==> config.mk <==
export PLATFORM = sky130hd
export DESIGN_NAME = fmap_writer_1x1
export DESIGN_NICKNAME = d
export VERILOG_FILES = /design/src/rtl/fmap_writer_1x1_pkg.sv /design/src/rtl/fmap_writer_1x1.sv
export SDC_FILE = /design/constraint.sdc
export NUM_CORES = 1
export LEC_CHECK = 0
export BUFFER_PORTS_ARGS = -buffer_cell sky130_fd_sc_hd__buf_4
export CORE_MARGIN = 3
export CORE_UTILIZATION = 56
export DETAILED_ROUTE_END_ITERATION = 16
export GPL_ROUTABILITY_DRIVEN = 0
export GPL_TIMING_DRIVEN = 0
export PLACE_DENSITY = 0.85
export SLEW_MARGIN = 20
export SYNTH_ARGS = -nofsm -noshare
export SYNTH_HDL_FRONTEND = slang
export SYNTH_SLANG_ARGS = --single-unit
export TNS_END_PERCENT = 10
==> constraint.sdc <==
create_clock -name clk -period 4.5 [get_ports clk]
set_input_delay 0.675 -clock clk [delete_from_list [all_inputs] [get_ports clk]]
set_output_delay 0.675 -clock clk [all_outputs]
set_load 0.02 [all_outputs]
==> src/rtl/fmap_writer_1x1_pkg.sv <==
// ---------------------------------------------------------------------------
// fmap_writer_1x1_pkg
//   Shared definitions for the 1x1-conv input feature-map writer.
//   - wr_state_e : writer FSM state encoding (IDLE / WRITE / DONE)
//   - cnt_width  : counter width helper, $clog2(n) but never below 1 bit
// ---------------------------------------------------------------------------
package fmap_writer_1x1_pkg;

  typedef enum logic [1:0] {
    ST_IDLE  = 2'd0,
    ST_WRITE = 2'd1,
    ST_DONE  = 2'd2
  } wr_state_e;

  // A single-value counter still needs one bit to exist as a signal.
  function automatic int cnt_width(input int n);
    return (n > 1) ? $clog2(n) : 1;
  endfunction

endpackage

==> src/rtl/fmap_writer_1x1.sv <==
// ---------------------------------------------------------------------------
// fmap_writer_1x1
//   Writer side of the 1x1-conv input feature-map BRAM. Accepts one pixel
//   (CHANNELS values packed side by side, channel i at
//   [(i+1)*DATA_WIDTH-1 -: DATA_WIDTH]) per handshake and serialises it into
//   byte-wide RAM writes, one channel per cycle, at linear address
//   pixel*CHANNELS + ch. Pulses frame_done after the last word of a
//   IN_HEIGHT*IN_WIDTH frame.
//
// Ports
//   clk        in   clock, rising edge
//   rst        in   synchronous active-high reset
//   s_data     in   packed pixel
//   s_valid    in   s_data valid
//   s_ready    out  pixel can be accepted this cycle
//   wr_data    out  RAM write data        (registered)
//   wr_addr    out  RAM write address     (registered)
//   wr_en      out  RAM write strobe      (registered)
//   busy       out  FSM is in WRITE
//   frame_done out  one-cycle pulse in the cycle after the frame's last word
//
// Handshake: a pixel transfers on a rising edge where s_valid & s_ready are
// both high. s_ready is decoded from state and counters only and never looks
// at s_valid; s_valid may be raised or dropped at any time and s_data is
// ignored on cycles without a transfer.
// ---------------------------------------------------------------------------
module fmap_writer_1x1
  import fmap_writer_1x1_pkg::*;
#(
  parameter int DATA_WIDTH = 8,
  parameter int CHANNELS   = 3,
  parameter int IN_WIDTH   = 5,
  parameter int IN_HEIGHT  = 5,
  localparam int DEPTH     = IN_WIDTH * IN_HEIGHT * CHANNELS,
  localparam int ADDR_W    = cnt_width(DEPTH),
  localparam int CH_W      = cnt_width(CHANNELS),
  localparam int PIX_W     = DATA_WIDTH * CHANNELS
) (
  input  logic                  clk,
  input  logic                  rst,
  input  logic [PIX_W-1:0]      s_data,
  input  logic                  s_valid,
  output logic                  s_ready,
  output logic [DATA_WIDTH-1:0] wr_data,
  output logic [ADDR_W-1:0]     wr_addr,
  output logic                  wr_en,
  output logic                  busy,
  output logic                  frame_done
);

  localparam logic [CH_W-1:0]   CH_LAST   = CH_W'(CHANNELS - 1);
  localparam logic [ADDR_W-1:0] ADDR_LAST = ADDR_W'(DEPTH - 1);

  wr_state_e state, state_nxt;

  // ch       : channel index of the word currently on wr_data
  // addr_cnt : address of the next word to be written
  // hold     : channels of the held pixel not yet written, lowest first
  logic [CH_W-1:0]       ch, ch_nxt;
  logic [ADDR_W-1:0]     addr_cnt, addr_nxt;
  logic [PIX_W-1:0]      hold, hold_nxt;

  logic                  wr_en_nxt;
  logic [DATA_WIDTH-1:0] wr_data_nxt;
  logic [ADDR_W-1:0]     wr_addr_nxt;
  logic                  frame_done_nxt;

  logic last_ch;
  logic frame_end;
  logic accept;

  assign last_ch = (ch == CH_LAST);
  // addr_cnt wraps to 0 right after word DEPTH-1 is issued; inside WRITE it
  // is otherwise never 0, so this flags that the last frame word is out.
  assign frame_end = (addr_cnt == '0);
  assign accept    = s_valid & s_ready;
  assign busy      = (state == ST_WRITE);

  always_comb begin
    s_ready = 1'b0;
    if (!rst) begin
      case (state)
        ST_IDLE:  s_ready = 1'b1;
        ST_WRITE: s_ready = last_ch && !frame_end;
        default:  s_ready = 1'b0;
      endcase
    end
  end

  // State register
  always_ff @(posedge clk) begin
    if (rst) state <= ST_IDLE;
    else     state <= state_nxt;
  end

  // Next-state logic
  always_comb begin
    state_nxt = state;
    case (state)
      ST_IDLE: begin
        if (accept) state_nxt = ST_WRITE;
      end
      ST_WRITE: begin
        if (last_ch) begin
          if (frame_end)   state_nxt = ST_DONE;
          else if (accept) state_nxt = ST_WRITE;
          else             state_nxt = ST_IDLE;
        end
      end
      ST_DONE:  state_nxt = ST_IDLE;
      default:  state_nxt = ST_IDLE;
    endcase
  end

  // Output / datapath next values. Channel 0 is taken straight from s_data
  // on the accept edge so it lands one cycle after the handshake; the rest
  // drain from hold on following cycles.
  always_comb begin
    wr_en_nxt      = 1'b0;
    wr_data_nxt    = '0;
    wr_addr_nxt    = addr_cnt;
    frame_done_nxt = (state_nxt == ST_DONE);
    ch_nxt         = ch;
    hold_nxt       = hold;
    addr_nxt       = addr_cnt;

    if (accept) begin
      wr_en_nxt   = 1'b1;
      wr_data_nxt = s_data[DATA_WIDTH-1:0];
      hold_nxt    = s_data >> DATA_WIDTH;
      ch_nxt      = '0;
    end else if (state == ST_WRITE && !last_ch) begin
      wr_en_nxt   = 1'b1;
      wr_data_nxt = hold[DATA_WIDTH-1:0];
      hold_nxt    = hold >> DATA_WIDTH;
      ch_nxt      = ch + CH_W'(1);
    end else if (state_nxt != ST_WRITE) begin
      ch_nxt = '0;
    end

    if (wr_en_nxt) begin
      addr_nxt = (addr_cnt == ADDR_LAST) ? '0 : addr_cnt + ADDR_W'(1);
    end
    if (state == ST_DONE) begin
      addr_nxt = '0;
    end
  end

  always_ff @(posedge clk) begin
    if (rst) begin
      wr_en      <= 1'b0;
      wr_data    <= '0;
      wr_addr    <= '0;
      frame_done <= 1'b0;
      ch         <= '0;
      addr_cnt   <= '0;
      hold       <= '0;
    end else begin
      wr_en      <= wr_en_nxt;
      wr_data    <= wr_data_nxt;
      wr_addr    <= wr_addr_nxt;
      frame_done <= frame_done_nxt;
      ch         <= ch_nxt;
      addr_cnt   <= addr_nxt;
      hold       <= hold_nxt;
    end
  end

endmodule

==> results of run 1 <==
==> layout make-up <==
type,count,share of cell area
Buffer,9,0.0272
Timing Repair Buffer,45,0.144
Inverter,6,0.00958
Clock buffer,6,0.0218
Sequential cell,44,0.375
Clock inverter,2,0.00426
Multi-Input combinational cell,113,0.395
Tap cell,44,0.0234
==> worst max path at each step <==
| stage | from | cells past startpoint | to | slack (ps) |
|---|---|---|---|---|
| 6_report | addr_cnt[0] | 8 | s_ready | 1620 |
| 5_1_grt | addr_cnt[0] | 8 | s_ready | 1510 |
| 4_1_cts | addr_cnt[0] | 8 | s_ready | 1620 |
| 3_5_place_dp | addr_cnt[0] | 8 | s_ready | 2040 |
| 3_3_place_gp | addr_cnt[0] | 8 | s_ready | 2080 |
| 2_1_floorplan | addr_cnt[0] | 7 | s_ready | 2040 |
==> per-layer routing <==
layer | track usage | share of wire | vias up
li1 | - | - | 752
met4 | 0.124 | 0.026 | 0
met3 | 0.0791 | 0.058 | 15
met2 | 0.452 | 0.51 | 57
met1 | 0.282 | 0.41 | 797
met5 | 0 | 0 | -
==> metrics by stage <==
stage	std cells	util	total power, mW	hold WS [ps]
global placement	261	0.726	0.591	408
global route	269	0.745	0.831	491
CTS	269	0.745	0.795	476
detailed placement	261	0.726	0.601	425
finish	269	0.745	0.792	475
floorplan	172	-	0.540	401
==> where the power goes <==
group	switching, mW	total, mW	leakage, nW	internal [mW]
Combinational	0.0898	0.164	0.544	0.0744
Clock	0.123	0.197	0.0380	0.0744
Sequential	0.0167	0.431	0.360	0.414
==> flip-flops by register name, indices dropped and copies added (netlist names) <==
name        cells
addr_cnt        7
hold           16
wr_en           1
frame_done      1
wr_data         8
wr_addr         7
state           2
ch              2
==> worst max-delay path, delay by kind of cell (launching register included) <==
family                     cells  cell delay (ps)
AOI/OAI and AO/OA              1              210
buffers and inverters          3              450
and+or+nand+nor                3              530
adders and majority gates      1              220
DFF                            1              430
==> layout by cell type (no fill, tap or decap), drive strengths merged, types with 3 or more instances in the layout <==
cell type / instances
mux2i: 8
nor3b: 4
nor2: 13
dfxtp: 44
ha: 4
a211o: 3
nand2b: 3
a21oi: 6
nor3: 6
a211oi: 4
buf: 54
nand3: 3
a221oi: 8
nor4b: 3
clkbuf: 6
nor2b: 6
a22o: 16
o21ai: 3
inv: 6
==> logic make-up after synthesis <==
group	Yosys count
AOI/OAI and AO/OA	50
xor gates and xnor gates	2
buffers and inverters	15
and+or+nand+nor	49
adders and majority gates	4
DFF	44
muxes	8
==> Yosys cell counts (3+ instances only) <==
| master | instances | area share |
|---|---|---|
| nor2b_1 | 6 | 0.020 |
| buf_6 | 3 | 0.018 |
| a22o_1 | 16 | 0.074 |
| a21oi_1 | 3 | 0.0079 |
| ha_1 | 4 | 0.026 |
| nor2_1 | 12 | 0.024 |
| nand3_1 | 3 | 0.0079 |
| mux2i_1 | 8 | 0.042 |
| a221oi_1 | 8 | 0.037 |
| a211oi_1 | 4 | 0.016 |
| dfxtp_1 | 44 | 0.46 |
| a211o_1 | 3 | 0.014 |
| a21oi_2 | 3 | 0.014 |
| buf_2 | 3 | 0.0079 |
| nor3_1 | 3 | 0.0079 |
| inv_1 | 6 | 0.012 |
==> reports/qor.yml, run 1 <==
r2r_end: "hold[4]"
cts-resized-gates: 0
syn_to_final_growth_pct: 24.0
nets: 255
clockBufferDepth: 2
timing.final.ws_setup_ps: 1620
dp_hpwl_um: 3640
cts.sinks: 44
cpPeakStageDelay_ps: 430
synthFlopType: "dfxtp_1"
synth_enable_flop_cells: 0
syn-cell-area_sq_um: 1900
slew_viol_final: 0
yosys_warnings: 0
insertion_delay_ps: 360
setup_violations: 0
io_buffers: 45
path_cells: "inv_1 -> ha_1 -> nor3b_2 -> a21oi_2 -> nand2b_1 -> buf_6 -> nor3b_1 -> buf_4"
die_area_sq_um: 4120
r2r-start: "addr_cnt[0]"
syn-num-nets: 203
path_class: "register to output port"
dieHeight_um: 64.2
outcome: "finished clean"
synth_cells: 172
cts_setup_buffers: 0
drt_iter0_drc: 88
syn_area_per_cell_sq_um: 11.0
layout_min_cycle_time_ps: 2880
grt_max_degree: 14
synth-xor-area-share: 0.00924
cts-buffers-inserted: 5
antenna_found_initial: 0
period_share: 0.639
drive_gt1_frac: 0.351
root_buffer: "clkbuf_4"
crit_arrival_ps: 2200
core-area_sq_um: 3150
cts.htree.levels: 2
critPathMaxFanout: 9
end_kind: "output port"
ys_ff_latch: 44
dpl-instance-area_sq_um: 2290
worst_hold_path.endpoint: "ch[0]"
holdPathStages: 1
irDropWorstVdd_v: 0.000270
avgRoutedWirePerCell_um: 18.1
rsz0062_at_grt: "false"
synth.distinct_cells: 48
vias_per_cell: 6.03
firstDrtPassIters: 4
n_fill_cell: 231
drtAntennaViolNets: 0
n_antenna_cell: 0
place_ws_ps: 2040
pin_count: 46
crit_slowest_cell: "dfxtp_1"
clk_pin_slew_ps: 120
cap_violations: 0
cts_tree: "done"
r2r_slack_ps: 2470
slew-limit-headroom: 0.578
cp_data_required_time_ps: 3830
synth-compound-area-share: 0.229
num_rows: 20
multi_input_area_sq_um: 928
synthAdderAreaFrac: 0.0264
overflow: 0
hp-start: "ch[0]"
seq_area_frac_synth: 0.465
grt.total_usage: 0.258
finalHoldViolCount: 0
via_count: 1621
power_density_nw_per_um2: 337
clock.fmax_mhz: 348
yosys.area_share.simple: 0.183
async_reset_ff_frac: 0
setup.worst_path.start_class: "register"
start_util: 0.601
final_area_sq_um: 2350
muxShareOfSynthArea: 0.0422
drcViolationCount: 0
setup-tns-final_ps: 0
grt_pass1_vias: 1685
tightest_slew_ps: 630
skew_ps: 15.1
cts_hold_buf: 0
die_x_um: 64.2
seqCellArea_sq_um: 881
p_leak_nw: 0.941
wl_um: 4870
grt_pass1_wl_um: 8040
worst-r2r-cell-count: 6
hp-class: "register to register"
synth_top_family_by_area: "compound AO/OA/AOI/OAI gates"
(Power assumes the default switching activity.)
==> run 2, diff against run 1 <==
CORE_UTILIZATION = 47   (was 56)
PLACE_DENSITY = 0.76   (was 0.85)
clock period = 2.48 ns   (was 4.5 ns; I/O delays follow)
==> run 2 against run 1 <==
Compared with the run above:
- sequential cell count did not move
- largest cell class unchanged
- critical path type unchanged
- worst hold slack got worse by 190 ps
- clock skew fell by 7.4 ps
- die area rose by 17%
- combinational power rose by 81%
==> reports/qor.yml, run 2 (same netlist as run 1, synthesis figures left out) <==
largest_register: "hold"
overflow: 0  # unchanged
path_cells: "inv_1 -> ha_1 -> nor3b_4 -> a21oi_2 -> nand2b_1 -> buf_6 -> nor3b_2 -> buf_4"
skew_ps: 7.69  # -7.44 ps
drt_iter0_drc: 91  # +3.4%
start_util: 0.503  # -0.0985
critPathBufInv: 3  # unchanged
dieHeight_um: 69.5  # +8.3%
clock.fmax_mhz: 421
layout_commonest_cell: "buf_4"
pin_count: 46  # unchanged
dp_hpwl_um: 3200  # -12%
r2r-start: "addr_cnt[0]"
irDropWorstVdd_v: 0.000324  # +20%
rsz0062_at_grt: "false"
power_density_nw_per_um2: 629  # +87%
slew-limit-headroom: 0.571  # -0.00646
hold_ws_ps: 282  # -193 ps
root_buffer: "clkbuf_8"
setup_violations: 0  # unchanged
wl_um: 4460  # -8.3%
cts_tree: "done"
clk_pin_slew_ps: 80  # -40 ps
antenna_found_initial: 0  # unchanged
die_x_um: 69.5  # +8.3%
die_area_sq_um: 4830  # +17%
largest_reg_flops: 16  # unchanged
layout_min_cycle_time_ps: 2370
tightest_slew_ps: 639  # +9.62 ps
reg_top3: "hold x16, wr_data x8"
hp-start: "s_data[4]"
cpPeakStageDelay_ps: 350  # -80 ps
seqCellArea_sq_um: 883  # +0.28%
core-area_sq_um: 3770  # +20%
drive_gt1_frac: 0.362  # +0.0105
nets: 255  # unchanged
grt_max_degree: 14  # unchanged
firstDrtPassIters: 4  # unchanged
critPathMaxFanout: 9  # unchanged
clockBufferDepth: 2  # unchanged
final_area_sq_um: 2390  # +1.7%
path_class: "register to output port"
hp-class: "primary input to register"
dpl-instance-area_sq_um: 2290  # +0.22%
via_count: 1525  # -5.9%
n_antenna_cell: 0  # unchanged
final_cell_mix: "buf_4, dfxtp_1, a22o_1, nor2_1"
avgRoutedWirePerCell_um: 16.4  # -9.3%
drcViolationCount: 0  # unchanged
cts.sinks: 44  # unchanged
cts-buffers-inserted: 5  # unchanged
io_buffers: 45  # unchanged
cap_violations: 0  # unchanged
drtAntennaViolNets: 0  # unchanged
period_share: 0.957
vias_per_cell: 5.61  # -7.0%
end_kind: "output port"
grt_pass1_wl_um: 7280  # -9.4%
cts.htree.levels: 2  # unchanged
n_fill_cell: 320  # +39%
finalHoldViolCount: 0  # unchanged
slew_viol_final: 0  # unchanged
cp_top_family: "simple AND/OR/NAND/NOR gates"
critPathLaunch: "addr_cnt[0]"
cp_data_required_time_ps: 2110  # -1720 ps
grt.total_usage: 0.189  # -0.0695
crit_arrival_ps: 2000  # -200 ps
multi_input_area_sq_um: 940  # +1.2%
insertion_delay_ps: 300  # -60 ps
setup.worst_path.start_class: "register"
grt_pass1_vias: 1483  # -12%
outcome: "finished clean"
setup-tns-final_ps: 0  # unchanged
crit_slowest_cell: "dfxtp_2"
p_leak_nw: 0.949  # +0.80%
syn_to_final_growth_pct: 26.0
num_rows: 22  # +10%
==> run 2: changes by cell type in the layout (fill, tap and decap cells not counted) <==
cell        before  now
dfxtp_1         44   42
nor3b_4          1    2
clkinvlp_4       0    1
dfxtp_2          0    2
clkbuf_8         1    5
clkinv_2         2    1
nor3b_1          1    0
clkbuf_4         5    0
==> run 2: worst paths after layout <==
check                                  end  slack [ps]  cells past startpoint
worst min register to register       ch[0]         430                      1
worst max-delay path               s_ready         110                      8
worst max register to register     hold[7]         540                      6
worst min-delay path            wr_data[4]         280                      2
==> run 2: routing by layer <==
layer / wire length [um] / track usage / share of wire / up-vias
met2: 2010 / 0.283 / 0.45 / 47
met4: 29 / 0.0738 / 0.0065 / 0
li1: - / - / - / 755
met3: 260 / 0.0522 / 0.058 / 4
met1: 2170 / 0.257 / 0.49 / 719
met5: 0 / 0 / 0 / -
==> run 2: area by class of cell <==
| type | instances | share of cell area |
|---|---|---|
| sequential | 44 | 0.370 |
| buffer | 9 | 0.0267 |
| clock inverter | 2 | 0.00524 |
| tap | 48 | 0.0251 |
| timing repair buffer | 45 | 0.141 |
| inverter | 6 | 0.00943 |
| clock buffer | 5 | 0.0288 |
| multi-input combinational | 113 | 0.393 |
==> run 2: power by group <==
| part | internal, mW | leakage (nW) | switching, mW | total (mW) |
|---|---|---|---|---|
| Clock | 0.191 | 0.0400 | 0.238 | 0.429 |
| Combinational | 0.139 | 0.549 | 0.158 | 0.297 |
| Sequential | 0.752 | 0.360 | 0.0259 | 0.778 |
==> run 2: worst register-to-register path, stage by stage, from the launching register on <==
cell and delay (ps):
dfxtp_2 350, inv_1 150, ha_1 190, nor3b_4 270, a21oi_2 110, o21ai_1 530, a221oi_1 190
==> run 2: through the flow <==
| stage | setup slack [ps] | std cells | power, mW | utilization |
|---|---|---|---|---|
| after floorplan | 326 | 172 | 0.980 | - |
| after global placement | 325 | 265 | 1.08 | 0.608 |
| after detailed placement | 324 | 265 | 1.08 | 0.608 |
| after CTS | 49.0 | 272 | 1.51 | 0.631 |
| after global routing | 3.84 | 272 | 1.57 | 0.633 |
| final | 106 | 272 | 1.50 | 0.633 |
==> run 2: repair_timing <==
item | 4_1_cts | 5_1_grt
gates resized for setup | 1 | 3
setup buffers | 0 | 0
pin swaps | 0 | 1
setup endpoints to repair | 1 | 1
gates cloned | 0 | 0
hold buffers | 0 | 0
==> run 3, diff against run 2 <==
--- a/config.mk
+++ b/config.mk
@@ -7,3 +7,3 @@
 export LEC_CHECK = 0
-export BUFFER_PORTS_ARGS = -buffer_cell sky130_fd_sc_hd__buf_4
+export BUFFER_PORTS_ARGS = -buffer_cell sky130_fd_sc_hd__buf_2
 export CORE_MARGIN = 3
==> constraint.sdc (replaced) <==
create_clock -name clk -period 2.48 [get_ports clk]
set_input_delay 0.496 -clock clk [delete_from_list [all_inputs] [get_ports clk]]
set_output_delay 0.496 -clock clk [all_outputs]
set_load 0.02 [all_outputs]
==> run 3 against run 2 <==
Compared with the run above:
- setup slack better by 23 ps
- sequential share of layout area is 1.5 points higher
- power shrank 1.3%
- maximum frequency increased by 1.0%
- combinational power fell by 5%
- clock-buffer cell count stayed put
- sequential power about the same
- non-clock buffer count is 2 higher
- global-route usage shrank 0.32 points
- clock power fell by 0.9%
- first-iteration DRC count down 19%
- largest power group unchanged
- wire length decreased by 4.3%
==> reports/qor.yml, run 3 (same netlist as run 1, synthesis figures left out) <==
outcome: "finished clean"
firstDrtPassIters: 4  # unchanged
dieHeight_um: 69.5  # unchanged
crit_arrival_ps: 1850  # -150 ps
path_class: "register to output port"
drive_gt1_frac: 0.376  # +0.0145
dp_hpwl_um: 3130  # -2.3%
largest_reg_flops: 16  # unchanged
clockBufferDepth: 2  # unchanged
die_area_sq_um: 4830  # unchanged
drtAntennaViolNets: 0  # unchanged
grt_pass1_wl_um: 7250  # -0.38%
insertion_delay_ps: 290  # about the same
clk_pin_slew_ps: 80  # about the same
slew-limit-headroom: 0.632  # +0.0613
worst-r2r-cell-count: 7  # +1
overflow: 0  # unchanged
cts_tree: "done"
reg_top3: "hold x16, wr_data x8"
final_cell_mix: "buf_2, dfxtp_1, a22o_1, nor2_1"
avgRoutedWirePerCell_um: 15.6  # -5.0%
vias_per_cell: 5.47  # -2.4%
power_density_nw_per_um2: 647  # +2.8%
grt_pass1_vias: 1491  # +0.54%
root_buffer: "clkbuf_8"
n_antenna_cell: 0  # unchanged
pin_count: 46  # unchanged
hold_ws_ps: 407  # +124 ps
antenna_found_initial: 0  # unchanged
drcViolationCount: 0  # unchanged
drt_iter0_drc: 74  # -19%
period_share: 0.948  # -0.00944
core-area_sq_um: 3770  # unchanged
setup_violations: 0  # unchanged
tightest_slew_ps: 548  # -91.3 ps
via_count: 1499  # -1.7%
io_buffers: 45  # unchanged
cts.htree.levels: 2  # unchanged
setup.worst_path.start_class: "register"
setup-tns-final_ps: 0  # unchanged
irDropWorstVdd_v: 0.000373  # +15%
fin_util: 0.608  # -0.0252
n_fill_cell: 317  # -0.94%
finalHoldViolCount: 0  # unchanged
start_util: 0.503  # unchanged
p_leak_nw: 0.936  # -1.4%
cp_data_required_time_ps: 1980  # -130 ps
cts.sinks: 44  # unchanged
largest_register: "hold"
num_rows: 22  # unchanged
wl_um: 4270  # -4.3%
holdPathStages: 2  # unchanged
cts-buffers-inserted: 5  # unchanged
skew_ps: 4.66  # -3.02 ps
slew_viol_final: 0  # unchanged
end_kind: "output port"
die_x_um: 69.5  # unchanged
layout_min_cycle_time_ps: 2350  # -23.4 ps
clock.fmax_mhz: 425  # +1.0%
grt_max_degree: 14  # unchanged
cap_violations: 0  # unchanged
nets: 257  # +0.78%
critPathMaxFanout: 9  # unchanged
hp-class: "primary input to register"
rsz0062_at_grt: "false"
layout_commonest_cell: "buf_2"
grt.total_usage: 0.185  # -0.00315
syn_to_final_growth_pct: 21.0
==> run 3: cell types whose count changed in the layout (fill, tap and decap cells not counted) <==
cell and delta:
inv_1 -2, buf_4 -42, buf_2 +44, inv_2 +2
==> run 3: per-stage QoR <==
stage	power, mW	setup WS (ps)	cell area [sq um]	instances
after floorplan	0.980	202	1900	172
after global placement	1.06	201	2180	265
after detailed placement	1.06	210	2180	265
after CTS	1.49	19.6	2280	273
after global routing	1.55	18.4	2290	274
final	1.48	129	2290	274
==> run 3: worst max-delay path: stages, from the launching register on <==
cell      delay [ps]
dfxtp_2          350
inv_2             90
ha_1             170
nor3b_4          250
a21oi_2           80
nand2b_1         160
buf_6            140
nor3b_2          150
buf_4            170
==> run 3: area by class of cell <==
class                      count  area (sq um)  share of cell area
multi-input combinational    113           940               0.410
sequential                    44           883               0.385
timing repair buffer          47           243               0.106
clock buffer                   5          68.8              0.0300
buffer                         9          63.8              0.0278
tap                           48          60.1              0.0262
inverter                       6          22.5             0.00982
clock inverter                 2          12.5             0.00546
==> run 3: final timing paths <==
path	from	end	slack (ps)
setup / recovery	addr_cnt[0]	s_ready	130
hold / removal	s_data[0]	wr_data[0]	410
setup reg to reg	addr_cnt[0]	hold[0]	630
hold reg to reg	ch[0]	ch[0]	430
==> run 3: routing by layer <==
layer | wire (um) | global-route usage
met5 | 0 | 0
met4 | 96 | 0.0846
met2 | 1870 | 0.275
met1 | 1980 | 0.249
met3 | 319 | 0.0522
==> run 3: what timing repair did <==
action | in CTS | in global routing
gates cloned | 0 | 0
pin swaps | 1 | 0
endpoints found under the setup margin | 1 | 1
buffers inserted | 1 | 1
gates resized for setup | 3 | 4
hold endpoints to repair | 0 | 0
hold buffers | 0 | 0
==> run 3: power by group <==
group,switching (mW),internal [mW]
logic,0.157,0.125
registers,0.0254,0.752
clock network,0.234,0.191
total,0.417,1.07
